==> src/rtl/firefly_flash_sched.sv <==
// Round-robin scheduler that shares one flash emitter among four fireflies: IDLE -> FLASH -> GAP -> IDLE.
// Optional macro FIREFLY_SCHED_QUEEN_PRIO_EN gives req[0] (the queen) absolute priority.
module firefly_flash_sched #(
  parameter int FLASH_LEN = 15000,
  parameter int GAP_LEN   = 2500
) (
  input  logic       clk,
  input  logic       rst_n,
  input  logic [3:0] req,
  output logic       flash,
  output logic [3:0] grant,
  output logic [1:0] active_id,
  output logic [3:0] done,
  output logic       busy
);

  typedef enum logic [1:0] {
    IDLE  = 2'd0,
    FLASH = 2'd1,
    GAP   = 2'd2
  } state_t;

  localparam logic [13:0] FLASH_LAST = 14'(FLASH_LEN - 1);
  localparam logic [13:0] GAP_LAST   = (GAP_LEN > 0) ? 14'(GAP_LEN - 1) : 14'd0;
  localparam logic [13:0] CNT_MAX    = 14'h3fff;
  localparam bit          GAP_EN     = (GAP_LEN != 0);

  state_t      state_r, state_s;
  logic [13:0] cnt_r, cnt_s;
  logic [3:0]  grant_r, grant_s;
  logic [3:0]  done_r, done_s;
  logic [1:0]  id_r, id_s;
  logic [1:0]  ptr_r, ptr_s;
  logic        flash_r, flash_s;
  logic        busy_r, busy_s;
  logic        arm_r;
  logic [2:0]  pick_s;
  logic        queen_s;

  // First asserted bit at or after start, wrapping; result is {found, index}.
  function automatic logic [2:0] rr_pick(input logic [3:0] r, input logic [1:0] start);
    logic [2:0] res;
    logic [1:0] idx;
    res = 3'b000;
    for (int k = 3; k >= 0; k--) begin
      idx = start + 2'(k);
      if (r[idx]) begin
        res = {1'b1, idx};
      end else begin
        res = res;
      end
    end
    return res;
  endfunction

  // Arbitration; a queen win leaves the pointer alone so bits 1..3 keep their rotation.
  always_comb begin
    pick_s  = 3'b000;
    queen_s = 1'b0;
`ifdef FIREFLY_SCHED_QUEEN_PRIO_EN
    if (req[0]) begin
      pick_s  = 3'b100;
      queen_s = 1'b1;
    end else begin
      pick_s  = rr_pick(req & 4'b1110, ptr_r);
      queen_s = 1'b0;
    end
`else
    pick_s  = rr_pick(req, ptr_r);
    queen_s = 1'b0;
`endif
  end

  // Next-state and next-output logic for the flash FSM.
  always_comb begin
    state_s = state_r;
    cnt_s   = (cnt_r == CNT_MAX) ? cnt_r : cnt_r + 14'd1;
    grant_s = grant_r;
    flash_s = flash_r;
    done_s  = 4'b0000;
    busy_s  = busy_r;
    id_s    = id_r;
    ptr_s   = ptr_r;
    case (state_r)
      IDLE: begin
        // arm_r holds off arbitration for the first edge after reset release.
        if (arm_r && pick_s[2]) begin
          state_s = FLASH;
          cnt_s   = 14'd0;
          grant_s = 4'b0001 << pick_s[1:0];
          flash_s = 1'b1;
          busy_s  = 1'b1;
          id_s    = pick_s[1:0];
          ptr_s   = queen_s ? ptr_r : pick_s[1:0] + 2'd1;
        end else begin
          state_s = IDLE;
        end
      end
      FLASH: begin
        if (cnt_r >= FLASH_LAST) begin
          grant_s = 4'b0000;
          flash_s = 1'b0;
          done_s  = grant_r;
          cnt_s   = 14'd0;
          if (GAP_EN) begin
            state_s = GAP;
            busy_s  = 1'b1;
          end else begin
            state_s = IDLE;
            busy_s  = 1'b0;
          end
        end else begin
          state_s = FLASH;
        end
      end
      GAP: begin
        if (cnt_r >= GAP_LAST) begin
          state_s = IDLE;
          cnt_s   = 14'd0;
          busy_s  = 1'b0;
        end else begin
          state_s = GAP;
        end
      end
      default: begin
        state_s = IDLE;
        cnt_s   = 14'd0;
        grant_s = 4'b0000;
        flash_s = 1'b0;
        busy_s  = 1'b0;
      end
    endcase
  end

  // State and registered outputs; reset drops the emitter without a done pulse.
  always_ff @(posedge clk or negedge rst_n) begin
    if (!rst_n) begin
      state_r <= IDLE;
      cnt_r   <= 14'd0;
      grant_r <= 4'b0000;
      flash_r <= 1'b0;
      done_r  <= 4'b0000;
      busy_r  <= 1'b0;
      id_r    <= 2'd0;
      ptr_r   <= 2'd0;
      arm_r   <= 1'b0;
    end else begin
      state_r <= state_s;
      cnt_r   <= cnt_s;
      grant_r <= grant_s;
      flash_r <= flash_s;
      done_r  <= done_s;
      busy_r  <= busy_s;
      id_r    <= id_s;
      ptr_r   <= ptr_s;
      arm_r   <= 1'b1;
    end
  end

  assign flash     = flash_r;
  assign grant     = grant_r;
  assign active_id = id_r;
  assign done      = done_r;
  assign busy      = busy_r;

endmodule

==> config.mk <==
export PLATFORM = sky130hd
export DESIGN_NAME = firefly_flash_sched
export DESIGN_NICKNAME = d
export VERILOG_FILES = /design/src/rtl/firefly_flash_sched.sv
export SDC_FILE = /design/constraint.sdc
export NUM_CORES = 1
export LEC_CHECK = 0
export BUFFER_PORTS_ARGS = -buffer_cell sky130_fd_sc_hd__buf_4
export CORE_ASPECT_RATIO = 1.1
export CORE_MARGIN = 3
export CORE_UTILIZATION = 30
export CTS_CLUSTER_SIZE = 16
export DETAILED_ROUTE_END_ITERATION = 7
export PLACE_DENSITY = 0.45
export SKIP_CTS_REPAIR_TIMING = 1
export SLEW_MARGIN = 20
export SYNTH_ARGS = -nofsm -noshare
export SYNTH_HDL_FRONTEND = slang
export SYNTH_SLANG_ARGS = --single-unit
==> constraint.sdc <==
create_clock -name clk -period 5.45 [get_ports clk]
set_clock_uncertainty 0.1 [all_clocks]
set_input_delay 0.545 -clock clk [delete_from_list [all_inputs] [get_ports clk]]
set_output_delay 0.545 -clock clk [all_outputs]
set_load 0.01 [all_outputs]
==> results by stage, run 1 <==
STA:
- The final critical-path required period is 2.399 ns.
- The final hold violation count is 0.
- The worst path uses 44.03% of the clock period.
- The worst pin sits at a relative slew slack of 42.30%.
- The final setup violation count is 0.
- For the pin with the worst max-slew slack, the measured transition is 0.8656 ns.
- Setup repair after global routing left no endpoint under its margin.
- The total negative slack for setup checks is 0 ns.
- The max-slew violation count was 0.
- Derived from the worst setup path, the maximum achievable clock frequency is 0.4168 GHz.

Global routing:
- The number of global-route vias before repair is 1307.
- The global-route wire length before repair is 6306 um.
- Entering global routing, the biggest net connects 32 pins.
- The initial antenna violation count came to 0.
- Global routing used 12.08% of the available tracks across all layers.
- Global routing finished with a remaining overflow of 0.

Cells and area:
- The total number of nets in the final design is 207.
- In the final layout, the share of cells above drive strength 1 is 23.35%.
- The count of placed standard cells in the final layout, fillers left out is 272.
- The synthesis-to-layout area growth is 16.70%.
- The number of antenna diodes in the final layout is 0.

Clock tree:
- The maximum count of clock buffers along a single path is 2.
- TritonCTS created 5 clock buffers.
- The root buffer cell is sky130_fd_sc_hd__clkbuf_8.
- The number of clock sinks is 31.
- The clock-pin transition on the worst setup and hold timing paths is 0.07 ns.
- The latest clock arrival within the worst-skew pair is 0.28 ns.
- TritonCTS built the clock tree.
- The count of H-tree levels built during CTS is 2.

Detailed routing:
- The ratio of routed vias to standard cells is 4.853.
- The count of unresolved DRC violations after routing is 0.
- In the final routed layout, each cell accounts on average for 13.22 um.
- The wire length after detailed routing is 3597 um.
- The final antenna-violating net count is 0.
- After the first detailed-routing iteration, the DRC count stood at 73.
- The number of vias in the routed layout is 1320.
- The first TritonRoute pass finished after 4 iterations.

Yosys:
- The commonest cells after synthesis are sky130_fd_sc_hd__dfrtp_1 (31), sky130_fd_sc_hd__nand2_1 (21), sky130_fd_sc_hd__nor2_1 (14), sky130_fd_sc_hd__nor2_2 (11), sky130_fd_sc_hd__o21ai_0 (9).
- The share of flip-flops with an asynchronous set or reset is 100.0%.
- The number of nets produced by synthesis is 187.
- The share of Yosys cell area claimed by the top area cell type is 45.82%.
- The mapped netlist covers 1693 um^2.
- By area the synthesized netlist is led by sky130_fd_sc_hd__dfrtp_1 (46%), sky130_fd_sc_hd__nand2_1 (4.7%), sky130_fd_sc_hd__nor2_2 (4.1%), sky130_fd_sc_hd__ha_1 (3.7%), sky130_fd_sc_hd__nor2_1 (3.1%).
- Counting flops and latches in the post-synthesis netlist gives 31.
- The count of cell types in the netlist is 45.
- During synthesis, Yosys emitted a total of 0 warnings.
- The sequential element share of the synthesized area is 45.82%.
- In the synthesized netlist the dominant register cell turns out to be sky130_fd_sc_hd__dfrtp_1.
- The average cell area after synthesis is 9.619 um^2.
- In the synthesized netlist, the number of instances is 176.
- The cell taking the most area after synthesis is sky130_fd_sc_hd__dfrtp_1.
- Among all cell types in the netlist, the one instantiated most often is sky130_fd_sc_hd__dfrtp_1.
- Counting flops with a built-in enable in the synthesized netlist gives 0.

Placed design:
- Once placement completed, the tool counted placed cells totaling 264.
- The count of input and output buffers is 17.
- The congestion estimate from routability-driven global placement came to 0.8153.
- The total half-perimeter wirelength after legalization and detailed placement is 2598 um.

Floorplan:
- Measured along the y axis, the die boundary spans 84.79 um.
- The core box area is 5430 um^2.
- From left edge to right edge, the die measures 77.63 um.
- The number of standard-cell rows in the floorplan is 28.
- The I/O pin count is 18.
- For this configuration, the core starts out at a cell density of 31.18%.
- The die covers 6581 um^2.

Pwr:
- In this run the power density over the cells is 357.2 nW/um^2.
- The static leakage is 0.8685 nW.
- The worst-case vdd ir drop is 0.1724 mV.

Critical path:
- At the worst endpoint, the required time is 5.48 ns.
- The worst setup path is captured at a register.
- The startpoint type of the worst setup path is a register.
- The worst path arrival time is 2.43 ns.
- The worst register-to-register path has a setup slack of 3.05 ns.
- The end of the worst register-to-register path is cnt_r[9].
- The path type of the worst setup path is reg -> reg.
- The highest fanout seen on the critical path is 14.
- The startpoint identified for the worst register-to-register timing path is cnt_r[0].
- The depth of the worst register-to-register path is 6.

Status:
- The flow ran to the end, and the final reports show no timing, DRC or antenna violations.

Min path:
- The path category of the worst min-delay check is in -> async.

Job:
- Max-cap violations in this run came to 0.
==> registers in the layout, indices dropped and copies added (netlist names) <==
register,flops
cnt_r,14
done,4
grant,4
active_id,2
ptr_r,2
state_r,2
arm_r,1
busy,1
flash,1
==> where the power goes <==
group,internal (mW),switching (mW)
logic,0.0958,0.104
clock network,0.0887,0.0894
registers,0.277,0.0511
total,0.461,0.244
==> cell usage in the layout, fill, tap and decap left out, types with 2 or more instances in the layout <==
| cell | netlist | final |
|---|---|---|
| sky130_fd_sc_hd__a211oi_1 | 3 | 3 |
| sky130_fd_sc_hd__a21oi_1 | 6 | 6 |
| sky130_fd_sc_hd__a31oi_1 | 3 | 3 |
| sky130_fd_sc_hd__a32oi_1 | 3 | 3 |
| sky130_fd_sc_hd__and2_1 | 5 | 5 |
| sky130_fd_sc_hd__and2b_2 | 2 | 2 |
| sky130_fd_sc_hd__and3_1 | 5 | 5 |
| sky130_fd_sc_hd__buf_4 | 1 | 17 |
| sky130_fd_sc_hd__clkbuf_8 | 0 | 5 |
| sky130_fd_sc_hd__clkinvlp_4 | 0 | 2 |
| sky130_fd_sc_hd__dfrtp_1 | 31 | 31 |
| sky130_fd_sc_hd__ha_1 | 5 | 5 |
| sky130_fd_sc_hd__inv_1 | 6 | 6 |
| sky130_fd_sc_hd__mux2i_1 | 2 | 2 |
| sky130_fd_sc_hd__nand2_1 | 21 | 21 |
| sky130_fd_sc_hd__nand2b_1 | 4 | 4 |
| sky130_fd_sc_hd__nand3_1 | 7 | 7 |
| sky130_fd_sc_hd__nor2_1 | 14 | 14 |
| sky130_fd_sc_hd__nor2_2 | 11 | 11 |
| sky130_fd_sc_hd__nor3_1 | 6 | 6 |
| sky130_fd_sc_hd__nor3b_1 | 2 | 2 |
| sky130_fd_sc_hd__nor4_1 | 2 | 2 |
| sky130_fd_sc_hd__o21ai_0 | 9 | 9 |
| sky130_fd_sc_hd__xnor2_1 | 5 | 5 |
==> kinds of logic after synthesis <==
family	synth area share, %
adders and majority gates	3.695
muxes	2.513
other	0.2215
xor gates and xnor gates	2.587
DFF	45.82
AOI/OAI and AO/OA	16.41
and+or+nand+nor	25.80
buffers and inverters	2.956
==> how the worst max path moves through the flow <==
| stage | startpoint | endpoint | slack [ns] | cells after the start |
|---|---|---|---|---|
| 3_3_place_gp | cnt_r[0] | cnt_r[9] | 3.10 | 6 |
| 4_1_cts | cnt_r[0] | cnt_r[9] | 3.03 | 6 |
| 2_1_floorplan | cnt_r[0] | cnt_r[6] | 3.52 | 7 |
| 6_report | cnt_r[0] | cnt_r[9] | 3.05 | 6 |
| 5_1_grt | cnt_r[0] | cnt_r[9] | 2.85 | 6 |
| 3_5_place_dp | cnt_r[0] | cnt_r[9] | 3.02 | 6 |
==> routing by layer <==
| layer | part of all wire (%) | routed length, um | vias up | track usage (%) |
|---|---|---|---|---|
| met5 | 0 | 0 | - | 0 |
| met4 | 0.95 | 34 | 0 | 4.693 |
| met3 | 4.5 | 163 | 4 | 3.648 |
| met2 | 47 | 1683 | 28 | 18.46 |
| met1 | 48 | 1716 | 624 | 15.97 |
| li1 | - | - | 664 | - |
==> worst max-delay path, stage by stage, from the launching register on <==
cell and delay (ns):
sky130_fd_sc_hd__dfrtp_1 0.39, sky130_fd_sc_hd__ha_1 0.19, sky130_fd_sc_hd__and2_1 0.18, sky130_fd_sc_hd__nor3_1 0.07
sky130_fd_sc_hd__o31a_4 0.39, sky130_fd_sc_hd__a221oi_4 0.79, sky130_fd_sc_hd__nor3_1 0.13
==> through the flow <==
stage | utilization (%) | area, um^2 | hold slack [ns] | total power, mW | worst slack (ns)
2_1_floorplan | - | 1693 | 0.1494 | 0.4569 | 3.523
3_3_place_gp | 34.75 | 1887 | 0.3725 | 0.5315 | 3.100
3_5_place_dp | 34.75 | 1887 | 0.3715 | 0.5352 | 3.024
4_1_cts | 36.38 | 1976 | 0.1015 | 0.7164 | 3.031
5_1_grt | 36.38 | 1976 | 0.1138 | 0.7670 | 2.846
6_report | 36.38 | 1976 | 0.08747 | 0.7058 | 3.051
==> area by class of cell <==
type | instances | area (um^2)
Timing Repair Buffer | 17 | 127.6
Clock inverter | 3 | 20.02
Clock buffer | 5 | 68.82
Inverter | 6 | 22.52
Tap cell | 75 | 93.84
Fill cell | 558 | 3455
Sequential cell | 31 | 775.7
Multi-Input combinational cell | 135 | 867.1
Power figures use the tool's default switching activity.
==> inputs of run 2 (changes only) <==
Clock period 5.45 ns to 2.4 ns, I/O delays scaled along.
==> run 2 against run 1 <==
Critical path depth grew 1. Worst hold slack gained 0.24 ns. Maximum frequency grew 17%. Sequential share of layout area shrank 0.95 points. Combinational power grew 130%. Non-clock buffer count grew 3. Largest cell class unchanged. Die area is the same. Sequential cell count is the same. Count of clock-buffer cells in the layout is the same. Cell area grew 2.5%.
==> results by stage, run 2 (synthesized netlist as in run 1, its figures left out) <==
Status:
- The flow ran to the end, and the final reports show no timing, DRC or antenna violations.

Floorplan:
- For this design the top-level I/O count stands at 18.
- The die covers 6581 um^2.
- The horizontal die dimension is 77.63 um.
- From bottom edge to top edge, the die measures 84.79 um.
- The core region is 5430 um^2.
- Once the floorplan was initialized, standard cells occupied 31.18% of the core.
- The floorplan has 28 rows.

Critical path:
- Together, buffers and inverters on the worst path number 1.
- The setup slack on the worst flop-to-flop path is 0.34 ns.
- On the critical path, the stage with the largest delay is an instance of sky130_fd_sc_hd__dfrtp_1.
- The reg-to-reg critical path startpoint is cnt_r[0].
- STA classifies the critical path startpoint as a register.
- By startpoint and endpoint, the worst setup path is classified as reg -> reg.
- Walking the worst path, the cells encountered are ha_1 -> and2_1 -> nor3_1 -> o31a_4 -> a221oi_4 -> buf_4 -> nor3_1.
- The worst register-to-register path has a depth of 7.
- The critical path's most frequent cell is sky130_fd_sc_hd__nor3_1.
- The element type at the critical path end is a register.
- The critical path startpoint is cnt_r[0].
- Data on the critical path is required at its endpoint by 2.46 ns.
- The worst path arrival time is 2.11 ns.
- The highest fanout seen on the critical path is 14.
- The end of the worst register-to-register path is cnt_r[9].
- The worst stage delay on the critical path is 0.39 ns.
- The kind of cell adding the most delay to the critical path is compound AO/OA/AOI/OAI gates.

Detailed routing:
- In this run the remaining antenna-violating nets after routing total 0.
- The number of design-rule violations left by the first detailed-router iteration is 119.
- The first detailed-routing pass ran for 4 iterations.
- Across all layers, the routed design uses 1348 vias.
- The count of unresolved DRC violations after routing is 0.
- The final routed wire length divided by cell count is 12.84 um.
- The ratio of routed vias to standard cells is 4.902.
- The wire length after detailed routing is 3531 um.

STA:
- The final hold violation count is 0.
- The max-slew violation count was 0.
- The smallest hold slack is 0.3254 ns.
- The final setup violation count is 0.
- The max-slew headroom at the worst pin is 62.51%.
- Setup repair after global routing left no endpoint under its margin.
- The total negative slack for setup checks is 0 ns.
- Timing would allow up to 0.4863 GHz.
- The final critical-path required period is 2.056 ns.
- The slew at the pin closest to its max-slew limit is 0.5593 ns.
- The final worst-path cycle share is 85.68%.

Cells and area:
- The antenna cell count is 0.
- From synthesis to final layout, the design area changed by 19.59%.
- The utilization of the core after routing is 37.28%.
- For this run, the post-layout net count is 210.
- The share of cells above drive strength 1 is 24.00%.
- The most common cell after layout, fill and taps aside is sky130_fd_sc_hd__dfrtp_1.
- The count of placed standard cells in the final layout, fillers left out is 275.
- The finished cells cover 2024 um^2.
- The number of filler instances in the final layout is 549.
- In the layout the commonest cells are sky130_fd_sc_hd__dfrtp_1 (31), sky130_fd_sc_hd__nand2_1 (21), sky130_fd_sc_hd__buf_4 (19).
- The register with the most flip-flops in the layout has 14 of them.
- The register with the most flip-flops in the final layout is cnt_r.

Placed design:
- The total placed instance area is 1902 um^2.
- The number of cells in the design after placement is 266.
- The weighted congestion at the end of routability-driven global placement is 0.8247.
- During placement, the flow inserted port buffers numbering 17.
- The total half-perimeter wirelength after legalization and detailed placement is 2575 um.

Clock tree:
- CTS saw 31 sinks.
- Clock-pin slew was measured on the worst setup and hold paths at 0.07 ns.
- No sink is reached through more buffers than the 2 on the longest clock path.
- The clock reaches the later pin of the worst-skew pair after 0.28 ns.
- The H-tree generated during clock tree synthesis spans 2 levels.
- The number of clock buffers added by TritonCTS is 5.
- The clock tree from TritonCTS is yes.
- The root buffer cell chosen for the clock tree is sky130_fd_sc_hd__clkbuf_8.

Min path:
- In this run the worst hold path is classified as in -> async.

Global routing:
- Entering global routing, the biggest net connects 32 pins.
- The global-route wire length before repair is 6279 um.
- The number of global-route vias before repair is 1310.
- The initial antenna violation count is 0.
- In the global route stage, overall resource usage came out at 11.82%.
- Summed over all layers, the global routing overflow is 0.

Pwr:
- The worst-case vdd ir drop is 0.3334 mV.
- Dividing total power by cell area gives a power density of 846.2 nW/um^2.
- In this run the static leakage power is 0.9007 nW.

Job:
- The max-cap violation count is 0.
==> run 2: cell count changes in the layout (fill, tap and decap cells not counted), sizes merged <==
cell	change
buf	+2
bufinv	+1
clkinv	+1
clkinvlp	-2
dlygate4sd3	+1
==> run 2: area by class of cell <==
class / count / area, um^2 / share of cell area, %
well taps: 75 / 93.84 / 4.635
clock buffers: 5 / 68.82 / 3.399
flip-flops and latches: 31 / 775.7 / 38.32
inverters: 6 / 22.52 / 1.112
repair buffers: 20 / 152.6 / 7.540
multi-input cells: 135 / 867.1 / 42.83
clock inverters: 3 / 43.79 / 2.163
==> run 2: worst max-delay path by stage <==
stage                     endpoint  cells past startpoint
after floorplan           cnt_r[6]                      7
after global placement    cnt_r[9]                      7
after detailed placement  cnt_r[9]                      7
after CTS                 cnt_r[9]                      7
after global routing      cnt_r[9]                      7
final                     cnt_r[9]                      7
==> run 2: report_power, final <==
part	leakage (nW)	internal, mW	total, mW	switching [mW]
Clock	0.0581	0.309	0.512	0.203
Combinational	0.446	0.221	0.457	0.236
Sequential	0.396	0.629	0.744	0.115
Total	0.901	1.16	1.71	0.554
==> run 2: per-layer routing <==
layer | global-route usage, % | vias to the layer above | part of all wire, % | routed length (um)
met5 | 0 | - | 0 | 0
met3 | 2.790 | 5 | 4.5 | 159
met1 | 16.08 | 648 | 47 | 1663
li1 | - | 666 | - | -
met4 | 4.693 | 0 | 1.6 | 56
met2 | 18.07 | 29 | 47 | 1652
==> run 2: per-stage QoR <==
| step | worst slack [ns] | total power, mW |
|---|---|---|
| 2_1_floorplan | 0.4729 | 1.037 |
| 3_3_place_gp | 0.3879 | 1.211 |
| 3_5_place_dp | 0.3358 | 1.220 |
| 4_1_cts | 0.3406 | 1.742 |
| 5_1_grt | 0.1850 | 1.849 |
| 6_report | 0.3438 | 1.713 |
